--- src/rtl/gemm_host_ctrl_if.sv ---
// Load and readback valid/ready streams between host and gemm_host_ctrl.
// master drives the load stream and accepts readback; slave is the controller.
interface gemm_host_ctrl_if #(
  parameter int WW = 112
);
  logic          s_valid;
  logic          s_ready;
  logic [WW-1:0] s_data;
  logic          m_valid;
  logic          m_ready;
  logic [WW-1:0] m_data;
  logic          m_last;

  modport master (
    output s_valid, s_data, m_ready,
    input  s_ready, m_valid, m_data, m_last
  );

  modport slave (
    input  s_valid, s_data, m_ready,
    output s_ready, m_valid, m_data, m_last
  );
endinterface

--- src/rtl/gemm_host_ctrl.sv ---
// Host session controller: load mem0/mem1, run GEMM, stream mem2 back.
// Define GEMM_HOST_PERF_EN to count RUN cycles on perf_cycles_o.
module gemm_host_ctrl #(
  parameter int DATA_WIDTH      = 8,
  parameter int LANES           = 14,
  parameter int MEM0_DEPTH      = 4116,
  parameter int MEM0_ADDR_WIDTH = 13,
  parameter int MEM1_DEPTH      = 1470,
  parameter int MEM1_ADDR_WIDTH = 11,
  parameter int MEM2_DEPTH      = 896,
  parameter int MEM2_ADDR_WIDTH = 10
) (
  input  logic clk,
  input  logic rst,
  input  logic start_i,
  gemm_host_ctrl_if.slave bus,
  output logic mem0_ce1,
  output logic mem0_we1,
  output logic [MEM0_ADDR_WIDTH-1:0] mem0_addr1,
  output logic [DATA_WIDTH*LANES-1:0] mem0_d1,
  output logic mem1_ce1,
  output logic mem1_we1,
  output logic [MEM1_ADDR_WIDTH-1:0] mem1_addr1,
  output logic [DATA_WIDTH*LANES-1:0] mem1_d1,
  output logic gemm_start_o,
  input  logic gemm_finish_i,
  output logic mem2_ce1,
  output logic mem2_we1,
  output logic [MEM2_ADDR_WIDTH-1:0] mem2_addr1,
  input  logic [DATA_WIDTH*LANES-1:0] mem2_q1_i,
  output logic busy_o,
  output logic done_o,
  output logic [31:0] perf_cycles_o
);

  localparam int WW = DATA_WIDTH * LANES;
  localparam int A0 = MEM0_ADDR_WIDTH;
  localparam int A1 = MEM1_ADDR_WIDTH;
  localparam int A2 = MEM2_ADDR_WIDTH;
  localparam logic [A0-1:0] LAST0 = A0'(MEM0_DEPTH - 1);
  localparam logic [A1-1:0] LAST1 = A1'(MEM1_DEPTH - 1);
  localparam logic [A2-1:0] LAST2 = A2'(MEM2_DEPTH - 1);

  typedef enum logic [2:0] {
    IDLE, LOAD0, LOAD1, RUN, DUMP, DONE
  } state_t;

  state_t state_q, state_d;

  logic [A0-1:0] a0_q, a0_d;
  logic [A1-1:0] a1_q, a1_d;
  logic [A2-1:0] a2_q, a2_d;
  logic          rd_all_q, rd_all_d;

  logic          w0_q, w0_d;
  logic [A0-1:0] w0a_q, w0a_d;
  logic [WW-1:0] w0d_q, w0d_d;
  logic          w1_q, w1_d;
  logic [A1-1:0] w1a_q, w1a_d;
  logic [WW-1:0] w1d_q, w1d_d;

  logic          gs_q, gs_d;
  logic          rv_q, rv_d;
  logic          rl_q, rl_d;
  logic [1:0]    cnt_q, cnt_d;
  logic [WW-1:0] fd_q [2];
  logic [WW-1:0] fd_d [2];
  logic [1:0]    fl_q, fl_d;

  logic       hs, pop, issue, wi;
  logic [2:0] occ;

  always_comb begin
    hs    = bus.s_valid && (state_q == LOAD0 || state_q == LOAD1);
    pop   = (cnt_q != 2'd0) && bus.m_ready;
    // Credit the word leaving this cycle so full rate fits in two entries.
    occ   = 3'(cnt_q) + 3'(rv_q) - 3'(pop);
    issue = (state_q == DUMP) && !rd_all_q && (occ < 3'd2);
  end

  always_comb begin
    state_d  = state_q;
    a0_d     = a0_q;
    a1_d     = a1_q;
    a2_d     = a2_q;
    rd_all_d = rd_all_q;
    w0_d     = 1'b0;
    w0a_d    = '0;
    w0d_d    = '0;
    w1_d     = 1'b0;
    w1a_d    = '0;
    w1d_d    = '0;
    gs_d     = (state_q == RUN) && !gemm_finish_i;
    unique case (state_q)
      IDLE: if (start_i) state_d = LOAD0;
      LOAD0: if (hs) begin
        w0_d  = 1'b1;
        w0a_d = a0_q;
        w0d_d = bus.s_data;
        if (a0_q == LAST0) begin
          a0_d    = '0;
          state_d = LOAD1;
        end else begin
          a0_d = a0_q + A0'(1);
        end
      end
      LOAD1: if (hs) begin
        w1_d  = 1'b1;
        w1a_d = a1_q;
        w1d_d = bus.s_data;
        if (a1_q == LAST1) begin
          a1_d    = '0;
          state_d = RUN;
        end else begin
          a1_d = a1_q + A1'(1);
        end
      end
      RUN: if (gemm_finish_i) state_d = DUMP;
      DUMP: begin
        if (issue) begin
          if (a2_q == LAST2) begin
            a2_d     = '0;
            rd_all_d = 1'b1;
          end else begin
            a2_d = a2_q + A2'(1);
          end
        end
        if (pop && fl_q[0]) begin
          state_d  = DONE;
          rd_all_d = 1'b0;
        end
      end
      DONE: state_d = IDLE;
      default: state_d = IDLE;
    endcase
  end

  always_comb begin
    fd_d  = fd_q;
    fl_d  = fl_q;
    rv_d  = issue;
    rl_d  = issue && (a2_q == LAST2);
    cnt_d = cnt_q + 2'(rv_q) - 2'(pop);
    wi    = (cnt_q == 2'd2) || (cnt_q == 2'd1 && !pop);
    if (pop) begin
      fd_d[0] = fd_q[1];
      fl_d[0] = fl_q[1];
      fl_d[1] = 1'b0;
    end
    if (rv_q) begin
      fd_d[wi] = mem2_q1_i;
      fl_d[wi] = rl_q;
    end
  end

  always_ff @(posedge clk or posedge rst) begin
    if (rst) begin
      state_q  <= IDLE;
      a0_q     <= '0;
      a1_q     <= '0;
      a2_q     <= '0;
      rd_all_q <= 1'b0;
      w0_q     <= 1'b0;
      w0a_q    <= '0;
      w0d_q    <= '0;
      w1_q     <= 1'b0;
      w1a_q    <= '0;
      w1d_q    <= '0;
      gs_q     <= 1'b0;
      rv_q     <= 1'b0;
      rl_q     <= 1'b0;
      cnt_q    <= '0;
      fd_q[0]  <= '0;
      fd_q[1]  <= '0;
      fl_q     <= '0;
    end else begin
      state_q  <= state_d;
      a0_q     <= a0_d;
      a1_q     <= a1_d;
      a2_q     <= a2_d;
      rd_all_q <= rd_all_d;
      w0_q     <= w0_d;
      w0a_q    <= w0a_d;
      w0d_q    <= w0d_d;
      w1_q     <= w1_d;
      w1a_q    <= w1a_d;
      w1d_q    <= w1d_d;
      gs_q     <= gs_d;
      rv_q     <= rv_d;
      rl_q     <= rl_d;
      cnt_q    <= cnt_d;
      fd_q     <= fd_d;
      fl_q     <= fl_d;
    end
  end

`ifdef GEMM_HOST_PERF_EN
  logic [31:0] perf_q, perf_d;

  always_comb begin
    perf_d = perf_q;
    if (state_q != RUN && state_d == RUN) perf_d = '0;
    else if (state_q == RUN && perf_q != '1) perf_d = perf_q + 32'd1;
  end

  always_ff @(posedge clk or posedge rst) begin
    if (rst) perf_q <= '0;
    else     perf_q <= perf_d;
  end

  assign perf_cycles_o = perf_q;
`else
  assign perf_cycles_o = '0;
`endif

  assign bus.s_ready  = (state_q == LOAD0) || (state_q == LOAD1);
  assign bus.m_valid  = (cnt_q != 2'd0);
  assign bus.m_data   = bus.m_valid ? fd_q[0] : '0;
  assign bus.m_last   = bus.m_valid && fl_q[0];
  assign busy_o       = (state_q != IDLE);
  assign done_o       = (state_q == DONE);
  assign gemm_start_o = gs_q;
  assign mem0_ce1     = w0_q;
  assign mem0_we1     = w0_q;
  assign mem0_addr1   = w0a_q;
  assign mem0_d1      = w0d_q;
  assign mem1_ce1     = w1_q;
  assign mem1_we1     = w1_q;
  assign mem1_addr1   = w1a_q;
  assign mem1_d1      = w1d_q;
  assign mem2_ce1     = issue;
  assign mem2_we1     = 1'b0;
  assign mem2_addr1   = issue ? a2_q : '0;

endmodule

--- src/flat_wrapper.sv ---
// flat-port wrapper written by rule: the top's interface ports become plain ports
module gemm_host_ctrl_flat 
#(
  parameter int DATA_WIDTH      = 8,
  parameter int LANES           = 14,
  parameter int MEM0_DEPTH      = 4116,
  parameter int MEM0_ADDR_WIDTH = 13,
  parameter int MEM1_DEPTH      = 1470,
  parameter int MEM1_ADDR_WIDTH = 11,
  parameter int MEM2_DEPTH      = 896,
  parameter int MEM2_ADDR_WIDTH = 10
)
  (clk, rst, start_i, mem0_ce1, mem0_we1, mem0_addr1, mem0_d1, mem1_ce1, mem1_we1, mem1_addr1, mem1_d1, gemm_start_o, gemm_finish_i, mem2_ce1, mem2_we1, mem2_addr1, mem2_q1_i, busy_o, done_o, perf_cycles_o, bus_s_valid, bus_s_data, bus_m_ready, bus_s_ready, bus_m_valid, bus_m_data, bus_m_last);
  gemm_host_ctrl_if bus_i ();
  input  logic clk;
  input  logic rst;
  input  logic start_i;
  output logic mem0_ce1;
  output logic mem0_we1;
  output logic [MEM0_ADDR_WIDTH-1:0] mem0_addr1;
  output logic [DATA_WIDTH*LANES-1:0] mem0_d1;
  output logic mem1_ce1;
  output logic mem1_we1;
  output logic [MEM1_ADDR_WIDTH-1:0] mem1_addr1;
  output logic [DATA_WIDTH*LANES-1:0] mem1_d1;
  output logic gemm_start_o;
  input  logic gemm_finish_i;
  output logic mem2_ce1;
  output logic mem2_we1;
  output logic [MEM2_ADDR_WIDTH-1:0] mem2_addr1;
  input  logic [DATA_WIDTH*LANES-1:0] mem2_q1_i;
  output logic busy_o;
  output logic done_o;
  output logic [31:0] perf_cycles_o;
  input wire logic [$bits(bus_i.s_valid)-1:0] bus_s_valid;
  input wire logic [$bits(bus_i.s_data)-1:0] bus_s_data;
  input wire logic [$bits(bus_i.m_ready)-1:0] bus_m_ready;
  output wire logic [$bits(bus_i.s_ready)-1:0] bus_s_ready;
  output wire logic [$bits(bus_i.m_valid)-1:0] bus_m_valid;
  output wire logic [$bits(bus_i.m_data)-1:0] bus_m_data;
  output wire logic [$bits(bus_i.m_last)-1:0] bus_m_last;
  assign bus_i.s_valid = bus_s_valid;
  assign bus_i.s_data = bus_s_data;
  assign bus_i.m_ready = bus_m_ready;
  assign bus_s_ready = bus_i.s_ready;
  assign bus_m_valid = bus_i.m_valid;
  assign bus_m_data = bus_i.m_data;
  assign bus_m_last = bus_i.m_last;
  gemm_host_ctrl #(.DATA_WIDTH(DATA_WIDTH), .LANES(LANES), .MEM0_DEPTH(MEM0_DEPTH), .MEM0_ADDR_WIDTH(MEM0_ADDR_WIDTH), .MEM1_DEPTH(MEM1_DEPTH), .MEM1_ADDR_WIDTH(MEM1_ADDR_WIDTH), .MEM2_DEPTH(MEM2_DEPTH), .MEM2_ADDR_WIDTH(MEM2_ADDR_WIDTH)) u_core (.clk(clk), .rst(rst), .start_i(start_i), .bus(bus_i), .mem0_ce1(mem0_ce1), .mem0_we1(mem0_we1), .mem0_addr1(mem0_addr1), .mem0_d1(mem0_d1), .mem1_ce1(mem1_ce1), .mem1_we1(mem1_we1), .mem1_addr1(mem1_addr1), .mem1_d1(mem1_d1), .gemm_start_o(gemm_start_o), .gemm_finish_i(gemm_finish_i), .mem2_ce1(mem2_ce1), .mem2_we1(mem2_we1), .mem2_addr1(mem2_addr1), .mem2_q1_i(mem2_q1_i), .busy_o(busy_o), .done_o(done_o), .perf_cycles_o(perf_cycles_o));
endmodule
--- config.mk ---
export PLATFORM = sky130hd
export DESIGN_NAME = gemm_host_ctrl_flat
export DESIGN_NICKNAME = d
export VERILOG_FILES = /design/src/rtl/gemm_host_ctrl_if.sv /design/src/rtl/gemm_host_ctrl.sv /design/src/flat_wrapper.sv
export SDC_FILE = /design/constraint.sdc
export NUM_CORES = 1
export LEC_CHECK = 0
export BUFFER_PORTS_ARGS = -buffer_cell sky130_fd_sc_hd__buf_4
export CORE_MARGIN = 2
export CORE_UTILIZATION = 35
export CTS_CLUSTER_DIAMETER = 50
export DETAILED_ROUTE_END_ITERATION = 12
export PLACE_DENSITY = 0.6
export SLEW_MARGIN = 20
export SYNTH_ARGS = -nofsm -noshare
export SYNTH_HDL_FRONTEND = slang
export SYNTH_SLANG_ARGS = --single-unit
--- constraint.sdc ---
create_clock -name clk -period 15.5 [get_ports clk]
set_input_delay 0.775 -clock clk [delete_from_list [all_inputs] [get_ports clk]]
set_output_delay 0.775 -clock clk [all_outputs]
set_load 0.05 [all_outputs]
==> impl_metrics.json, run 1 <==
{
  "outcome": "completed",
  "clk-insertion-delay-late_ns": 0.60,
  "die_w_um": 248,
  "post_drt_via_cell_ratio": 4.61,
  "top_usage_layer": "met2",
  "firstDrtPassIters": 4,
  "finalNonFillerCells": 3079,
  "grt-ovfl-total": 0,
  "route.detailed.drc": 0,
  "mappedNetlistArea_mm2": 0.0209,
  "core_mm2": 0.0590,
  "p_leak_uw": 0.0156,
  "fin_crit_ns": 4.96,
  "grt_pass1_wl_um": 91100,
  "holdCritPathClass": "in -> async",
  "syn2layout_area_growth_pct": 34.8,
  "use_met2_pct": 33.5,
  "arrival_ns": 4.19,
  "use_met1_pct": 22.9,
  "maxCapViolCount": 0,
  "critPathKind": "reg -> out",
  "dp_cells": 2959,
  "place_ws_ns": 11.01,
  "required_ns": 14.73,
  "synth_edf_count": 0,
  "ir_drop_mv": 0.0885,
  "finalSetupTns_ns": 0,
  "synth_flop_cell": "dfrtp_1",
  "die_h_um": 248,
  "postCtsHoldBufs": 0,
  "antennaDiodeCount": 0,
  "drtIter0Drc": 725,
  "cts_tree": "done",
  "first_global_vias": 14800,
  "yosysSeqAreaShare_pct": 62.2,
  "timing.fmax_mhz": 202,
  "fp.dieArea_mm2": 0.0616,
  "cp_max_fo": 75,
  "maxSlewViolCount": 0,
  "h-tree-depth": 3,
  "routedWlPerCell_um": 20.2,
  "clockBufferDepth": 3,
  "slew_headroom_pct": 26.1,
  "clk_pin_slew_ns": 0.06,
  "cts_made_buffers": 66,
  "yosys.area.top_type": "dfrtp_1",
  "synth_top_area_share_pct": 62.2,
  "synth_area_leaders": "dfrtp_1, and2_1, mux2i_1",
  "start_kind": "flop",
  "setup_ws_ns": 10.54,
  "ys_ff_latch": 519,
  "yosys-top-cells-count": "dfrtp_1, and2_1, nor2_1",
  "drive_gt1_share_pct": 37.2,
  "ant_nets": 0,
  "hold_viol": 0,
  "root_buffer": "clkbuf_16",
  "clkSinkCount": 519,
  "ys_types": 55,
  "cts_post_setup_buffers_inserted": 0,
  "vias": 14200,
  "initial_core_util_pct": 35.4,
  "ios": 644,
  "synthArstFlopShare_pct": 100,
  "setup.worst_path.end_class": "output port",
  "whs_ns": 0.356,
  "yosys_warnings": 0,
  "fin_crit_sh_pct": 32.0,
  "nets": 2491,
  "worst_slew_pin_slew_ns": 1.11,
  "grtUsageMet3_pct": 7.12,
  "synth_most_common_cell": "dfrtp_1",
  "port_buffers": 610,
  "grt_setup_unrepaired": "false",
  "drt_wl_total_um": 62200,
  "grt_max_degree": 180,
  "cts.repair.resized": 0,
  "std_cell_rows": 89,
  "setup_violations": 0,
  "antenna_found_initial": 1,
  "postSynthAreaPerCell_um2": 12.5,
  "track_usage_pct": 19.7,
  "hpwl_um": 44700,
  "skew_ns": 0.0228,
  "power_density_mw_per_mm2": 114,
  "netlist_instances": 1668,
  "gp_congestion": 0.859
}
cell families (layout without fill, tap and decap cells):
group           Yosys count  in the layout  share of synthesized area, %
other cells               1             33                        0.0180
flops                   519            519                          62.2
simple gates            597            597                          16.2
xor+xnor                 22             22                         0.923
buf+inv                 150            756                          3.97
compound gates          148            148                          3.82
fa+ha+maj                 6              6                         0.395
mux                     225            225                          12.5
placed cells by master (no fill, tap or decap), drive strengths merged, types with 4 or more instances in the layout:
cell / Yosys / routed
o21ai: 14 / 14
xor2: 9 / 9
nor3: 4 / 4
inv: 14 / 24
bufinv: 0 / 6
a21oi: 117 / 117
buf: 89 / 623
clkbuf: 47 / 85
clkinv: 0 / 14
ha: 5 / 5
nor2: 138 / 138
or3: 4 / 4
mux2: 112 / 112
dfrtp: 519 / 519
nor4: 4 / 4
conb: 1 / 33
nand2: 30 / 30
mux2i: 113 / 113
xnor2: 13 / 13
and3: 5 / 5
clkinvlp: 0 / 4
nand4: 13 / 13
and2: 366 / 366
nand3: 11 / 11
report_power, final:
group          switching [uW]  internal [uW]  leakage (uW)  total (uW)
logic                     185           87.6       0.00736         273
registers                19.4           1390       0.00711        1400
clock network             604            938       0.00108        1540
final timing paths:
kind,slack [ns],from,depth (start not counted),end
max in group asynchronous,12.11,rst,5,async pin
max reg2reg,11.72,u_core.cnt_q[1],11,u_core.a2_q[8]
min reg2reg,0.50,flop,1,flop
min in group clk,0.37,gemm_finish_i,2,u_core.gemm_start_o
max,10.54,u_core.cnt_q[1],11,mem2_addr1[4]
min,0.36,rst,2,u_core.mem1_d1[58]
critical path, stage by stage, from the launching register on:
cell and delay, ns:
dfrtp_1 0.44, or2_4 0.39, nand2_8 0.59, xnor2_1 0.19, ha_1 0.18, inv_1 0.05
fa_1 0.56, nor2b_1 0.21, nand3_1 0.19, inv_1 0.39, and2_1 0.20, buf_4 0.20
through the flow:
| step | util [%] | instance area [um2] | total power, uW |
|---|---|---|---|
| 2_1_floorplan | - | 21000 | 1590 |
| 3_3_place_gp | 43.9 | 25900 | 1700 |
| 3_5_place_dp | 43.9 | 25900 | 1700 |
| 4_1_cts | 47.7 | 28100 | 3270 |
| 5_1_grt | 47.7 | 28200 | 3340 |
| 6_report | 47.7 | 28200 | 3220 |
routing by layer:
layer	vias to the layer above	share of wire (%)
met1	7020	38
met2	461	50
met4	2	3.3
met3	104	8.2
met5	-	0.021
li1	6597	-
area by class of cell:
cell class	instances	area (um2)
fill	5402	30900
sequential	519	13000
multi-input combinational	1031	7220
timing repair buffer	623	4710
clock buffer	85	1810
tap	773	967
clock inverter	34	393
inverter	14	61.3
Power figures use the tool's default switching activity.
==> run 2, diff against run 1 <==
--- a/config.mk
+++ b/config.mk
@@ -5,12 +5,13 @@
 export SDC_FILE = /design/constraint.sdc
 export NUM_CORES = 1
 export LEC_CHECK = 0
+export ABC_AREA = 1
 export BUFFER_PORTS_ARGS = -buffer_cell sky130_fd_sc_hd__buf_4
 export CORE_MARGIN = 2
 export CORE_UTILIZATION = 35
 export CTS_CLUSTER_DIAMETER = 50
 export DETAILED_ROUTE_END_ITERATION = 12
-export PLACE_DENSITY = 0.6
+export PLACE_DENSITY = 0.58
 export SLEW_MARGIN = 20
 export SYNTH_ARGS = -nofsm -noshare
 export SYNTH_HDL_FRONTEND = slang
==> constraint.sdc (replaced) <==
create_clock -name clk -period 5.1 [get_ports clk]
set_input_delay 0.255 -clock clk [delete_from_list [all_inputs] [get_ports clk]]
set_output_delay 0.255 -clock clk [all_outputs]
set_load 0.05 [all_outputs]
==> run 2 against run 1 <==
Against the previous run: utilization rose by 3.3 points; first-iteration DRC count rose by 62%; critical path depth rose by 1; wire length fell by 0.45%; area after synthesis rose by 3.0%; synthesized cell count rose by 35%; clock power rose to 3.1 times the previous value; clock skew fell by 0.0075 ns; cell area rose by 9.7%; combinational power rose to 24 times the previous value; count of clock-buffer cells in the layout rose by 7; sequential power rose to 3.6 times the previous value; critical path type unchanged; largest power group is now combinational cells.
==> impl_metrics.json, run 2 <==
{
  "route.detailed.drc": 0,
  "root_buffer": "clkbuf_16",
  "cts_post_setup_buffers_inserted": 0,
  "maxSlewViolCount": 0,
  "mostFrequentLayoutCell": "buf_4",
  "arrival_ns": 3.66,
  "grt_max_degree": 168,
  "yosys-top-cells-count": "dfrtp_1, inv_1, nor2_1",
  "synthArstFlopShare_pct": 100,
  "ant_nets": 0,
  "drive_gt1_share_pct": 27.8,
  "worstPathCellList": "nor2_4 -> nor2_8 -> xor2_1 -> ha_1 -> inv_1 -> fa_1 -> nand4_1 -> nor2_2 -> buf_4 -> inv_2 -> nor2_1 -> buf_4",
  "slew_headroom_pct": 28.6,
  "cp_common_cell": "buf_4",
  "clockBufferDepth": 3,
  "firstDrtPassIters": 5,
  "antennaDiodeCount": 0,
  "power_density_mw_per_mm2": 527,
  "die_h_um": 252,
  "critPathMaxStageDelay_ns": 0.53,
  "worst_slew_pin_slew_ns": 1.07,
  "synth_area_leaders": "dfrtp_1, inv_1, nor2_1",
  "mappedNetlistArea_mm2": 0.0215,
  "clk-insertion-delay-late_ns": 0.58,
  "ys_ff_latch": 519,
  "p_leak_uw": 0.0168,
  "power.switching_uw": 6670,
  "synth_most_common_cell": "dfrtp_1",
  "final_util_pct": 51.0,
  "core_mm2": 0.0606,
  "routedWlPerCell_um": 15.9,
  "holdCritPathClass": "in -> reg",
  "postSynthAreaPerCell_um2": 9.52,
  "initial_core_util_pct": 35.5,
  "final_cell_mix": "buf_4, dfrtp_1, inv_1",
  "fin_crit_sh_pct": 76.7,
  "nets": 3302,
  "yosys_warnings": 0,
  "post_drt_via_cell_ratio": 4.53,
  "cts_made_buffers": 68,
  "cts_tree": "done",
  "grt-ovfl-total": 0,
  "synth_edf_count": 0,
  "ir_drop_mv": 0.401,
  "timing.fmax_mhz": 256,
  "critPathKind": "reg -> out",
  "setup_ws_ns": 1.19,
  "hpwl_um": 40900,
  "ios": 644,
  "synth_top_area_share_pct": 60.4,
  "hold_viol": 0,
  "cp_max_fo": 51,
  "top_usage_layer": "met2",
  "start_kind": "flop",
  "yosys.area.top_type": "dfrtp_1",
  "power_frac_comb_pct": 39.5,
  "place_ws_ns": 1.75,
  "std_cell_rows": 90,
  "vias": 17600,
  "outcome": "completed",
  "maxCapViolCount": 0,
  "p_sw_share_pct": 41.0,
  "port_buffers": 610,
  "gp_congestion": 0.863,
  "use_met2_pct": 31.7,
  "setup_violations": 0,
  "h-tree-depth": 3,
  "track_usage_pct": 19.1,
  "required_ns": 4.85,
  "antenna_found_initial": 0,
  "skew_ns": 0.0153,
  "yosysSeqAreaShare_pct": 60.4,
  "setup.worst_path.end_class": "output port",
  "internal_power_uw": 9610,
  "use_met1_pct": 24.0,
  "netlist_instances": 2258,
  "finalSetupTns_ns": 0,
  "clk_pin_slew_ns": 0.05,
  "seqPwrFrac_pct": 31.0,
  "fp.dieArea_mm2": 0.0634,
  "syn2layout_area_growth_pct": 43.6,
  "fin_crit_ns": 3.91,
  "clkSinkCount": 519,
  "grtUsageMet3_pct": 5.07,
  "synth_flop_cell": "dfrtp_1",
  "grt_pass1_wl_um": 96600,
  "p_clk_share_pct": 29.5,
  "drt_wl_total_um": 61900,
  "drtIter0Drc": 1171,
  "cpMaxStageDelayCell": "fa_1",
  "grt_setup_unrepaired": "false",
  "die_w_um": 252,
  "first_global_vias": 18100,
  "ys_types": 40,
  "r2r_slack_ns": 1.76
}
## run 2: cell types whose count changed after synthesis, sizes merged, moves of 16 or more
cell / before / now
inv: 14 / 408
mux2: 112 / 0
nand3: 11 / 27
o211ai: 1 / 89
and2: 366 / 0
a21oi: 117 / 11
mux2i: 113 / 0
buf: 89 / 118
o21ai: 14 / 263
nand2: 30 / 334
nor2: 138 / 403
clkbuf: 47 / 30
## run 2: cell type report
type	count	area [um2]
clock buffers	92	1940
clock inverters	25	343
repair buffers	854	7020
multi-input cells	1215	6080
inverters	408	1540
well taps	782	978
flip-flops and latches	519	13000
fillers	5520	29700
## run 2: what timing repair did
| action | in CTS | in global routing |
|---|---|---|
| endpoints found under the setup margin | 0 | 0 |
| endpoints found under the hold margin | 469 | 0 |
| gates resized for setup | 0 | 0 |
| hold buffers | 227 | 0 |
## run 2: routing by layer
layer / up-vias / routed length (um)
met2: 569 / 29900
met3: 121 / 4500
met5: - / 0
met4: 0 / 1850
li1: 8441 / -
met1: 8495 / 25600
## run 2: worst max-delay path, delay by kind of cell (launching register included)
family | cells | cell delay (ns)
simple gates | 5 | 0.99
buf+inv | 4 | 0.70
fa+ha+maj | 2 | 0.69
flops | 1 | 0.46
xor+xnor | 1 | 0.22
## run 2: final timing paths
kind / start / to / depth (start not counted)
max in group asynchronous: rst / u_core.mem0_d1[52] / 4
min in group asynchronous: rst / u_core.mem1_d1[37] / 3
worst max register to register: u_core.cnt_q[1] / u_core.fd_q[126] / 8
worst max-delay path: u_core.cnt_q[1] / mem2_addr1[6] / 12
worst min-delay path: start_i / u_core.state_q[1] / 8
worst min register to register: flop / flop / 2
## run 2: cells by family after synthesis
group,count (synthesis),synth area share [%]
buffers and inverters,556,12.0
other,1,0.0174
AND/OR/NAND/NOR,793,14.7
XOR/XNOR,12,0.489
flip-flops,519,60.4
AO/OA/AOI/OAI,371,12.0
adder cells (fa/ha/maj),6,0.384
## run 2: through the flow
stage / std cells / area (um2) / hold slack (ns) / power, uW
6_report: 3895 / 30900 / 0.289 / 16300
5_1_grt: 3895 / 30900 / 0.303 / 17100
4_1_cts: 3895 / 30900 / 0.216 / 16400
3_5_place_dp: 3551 / 26300 / 0.426 / 11400
3_3_place_gp: 3551 / 26300 / 0.432 / 11300
2_1_floorplan: 2290 / 21600 / 0.384 / 9540
## run 2: power groups by stage
stage                     clock network, uW  registers, uW  logic (uW)
final                                  4800           5050        6420
after global routing                   5110           5120        6840
after CTS                              4930           5050        6460
after detailed placement                  0           5120        6300
after global placement                    0           5100        6230
after floorplan                           0           6080        3460
==> run 3, diff against run 2 <==
--- a/config.mk
+++ b/config.mk
@@ -11,7 +11,7 @@
 export CORE_UTILIZATION = 35
 export CTS_CLUSTER_DIAMETER = 50
 export DETAILED_ROUTE_END_ITERATION = 12
-export PLACE_DENSITY = 0.58
+export PLACE_DENSITY = 0.6
 export SLEW_MARGIN = 20
 export SYNTH_ARGS = -nofsm -noshare
 export SYNTH_HDL_FRONTEND = slang
==> constraint.sdc (replaced) <==
create_clock -name clk -period 3.6 [get_ports clk]
set_input_delay 0.18 -clock clk [delete_from_list [all_inputs] [get_ports clk]]
set_output_delay 0.18 -clock clk [all_outputs]
set_load 0.05 [all_outputs]
==> run 3 against run 2 <==
Against the previous run: sequential share of layout area fell by 0.13 points; cell area rose by 0.32%; largest cell class unchanged; hold slack worse by 0.081 ns; critical path type unchanged.
==> impl_metrics.json, run 3 (synthesized netlist as in run 2, its figures left out) <==
{
  "finalSetupTns_ns": 0,
  "clk_pin_slew_ns": 0.06,
  "firstDrtPassIters": 5,
  "slew_headroom_pct": 36.5,
  "core_mm2": 0.0606,
  "std_cell_rows": 90,
  "cts_made_buffers": 66,
  "die_w_um": 252,
  "drt_wl_total_um": 63300,
  "fp.dieArea_mm2": 0.0634,
  "hold_viol": 0,
  "grt-ovfl-total": 0,
  "ios": 644,
  "route.detailed.drc": 0,
  "path_delay_family": "adder cells",
  "required_ns": 3.42,
  "drtIter0Drc": 1068,
  "outcome": "completed",
  "crit_buf_inv": 4,
  "port_buffers": 610,
  "syn2layout_area_growth_pct": 44.0,
  "final_cell_mix": "buf_4, dfrtp_1, inv_1",
  "finalNonFillerCells": 3910,
  "cts_tree": "done",
  "timing.fmax_mhz": 303,
  "grt_pass1_wl_um": 98100,
  "antenna_found_initial": 2,
  "cts_post_setup_buffers_inserted": 0,
  "wl_met1_um": 24000,
  "ir_drop_mv": 0.431,
  "nets": 3312,
  "setup.worst_path.end_class": "output port",
  "start_kind": "flop",
  "clk-insertion-delay-late_ns": 0.60,
  "h-tree-depth": 3,
  "root_buffer": "clkbuf_16",
  "routed.top_layer": "met5",
  "vias": 17700,
  "ant_nets": 0,
  "skew_ns": 0.0241,
  "first_global_vias": 18200,
  "power_density_mw_per_mm2": 738,
  "fin_crit_ns": 3.30,
  "p_leak_uw": 0.0168,
  "critPathMaxStageDelay_ns": 0.54,
  "clkSinkCount": 519,
  "grt_max_degree": 180,
  "fillCellCount": 5494,
  "route.met2.wl_um": 31500,
  "wl_met3_um": 4990,
  "hpwl_um": 43000,
  "mostFrequentLayoutCell": "buf_4",
  "die_h_um": 252,
  "worstPathCellList": "nor2_4 -> nor2_8 -> xor2_1 -> ha_1 -> inv_1 -> fa_1 -> nand4_1 -> nor2_1 -> buf_4 -> nand2_1 -> inv_1 -> buf_4",
  "drive_gt1_share_pct": 28.0,
  "maxCapViolCount": 0,
  "clockBufferDepth": 3,
  "initial_core_util_pct": 35.5,
  "critPathKind": "reg -> out",
  "grt_setup_unrepaired": "false",
  "maxSlewViolCount": 0,
  "routedWlPerCell_um": 16.2,
  "worst_slew_pin_slew_ns": 0.952,
  "post_drt_via_cell_ratio": 4.53,
  "track_usage_pct": 19.6,
  "fin_crit_sh_pct": 91.6,
  "dp_cells": 3563,
  "arrival_ns": 3.12,
  "cpMaxStageDelayCell": "fa_1",
  "gp_congestion": 0.833,
  "holdCritPathClass": "in -> reg",
  "setup_violations": 0,
  "cp_max_fo": 20
}
run 3: cell count changes in the layout (fill, tap and decap cells not counted), sizes merged:
| cell | before | now |
|---|---|---|
| buf | 627 | 639 |
| bufinv | 6 | 4 |
| clkbuf | 92 | 86 |
| clkinv | 7 | 17 |
| clkinvlp | 3 | 4 |
| diode | 0 | 1 |
| inv | 417 | 416 |
run 3: metal layers:
metal	track usage, %	up-vias
li1	-	8488
met1	22.3	8540
met2	33.7	564
met3	5.99	136
met4	9.11	2
met5	0	-
run 3: worst paths after layout:
check | endpoint | start | slack (ns) | cells after the start
setup / recovery | mem2_addr1[8] | u_core.cnt_q[1] | 0.30 | 12
hold / removal | u_core.state_q[1] | start_i | 0.21 | 8
setup reg to reg | u_core.a2_q[4] | u_core.cnt_q[1] | 1.09 | 11
hold reg to reg | flop | flop | 0.48 | 2
max in group asynchronous | u_core.mem0_d1[80] | rst | 2.13 | 5
min in group asynchronous | u_core.fd_q[199] | rst | 0.34 | 3
run 3: worst min-delay path, delay by kind of cell:
kind | cells | cell delay, ns
buf+inv | 3 | 0.21
compound gates | 1 | 0.09
simple gates | 4 | 0.30
run 3: final cells by class:
type                       count  area (um2)  area share [%]
sequential                   519       13000            41.9
timing repair buffer         866        7200            23.2
multi-input combinational   1215        6080            19.6
clock buffer                  86        1780            5.74
inverter                     408        1540            4.97
tap                          782         978            3.16
clock inverter                33         418            1.35
antenna                        1        2.50         0.00808
run 3: report_power, final:
part / internal (uW) / switching, uW / total, uW / leakage (uW)
sequential: 6790 / 359 / 7150 / 0.00694
combinational: 2610 / 6530 / 9140 / 0.00882
clock: 3870 / 2700 / 6570 / 0.00106
total: 13300 / 9580 / 22900 / 0.0168
run 3: timing repair:
item | in CTS | in global routing
hold buffers | 227 | 0
gates resized for setup | 0 | 1
setup endpoints to repair | 0 | 1
hold endpoints to repair | 485 | 0
run 3: stage by stage:
step	power, uW	util, %	hold WS (ns)	setup slack (ns)	cell area (um2)
detailed placement	16200	43.7	0.385	0.811	26500
CTS	23100	51.1	0.163	0.135	31000
global route	24000	51.1	0.225	0.0754	31000
finish	22900	51.1	0.208	0.302	31000
floorplan	13500	-	0.309	-3.63	21600
global placement	16100	43.7	0.385	0.851	26500
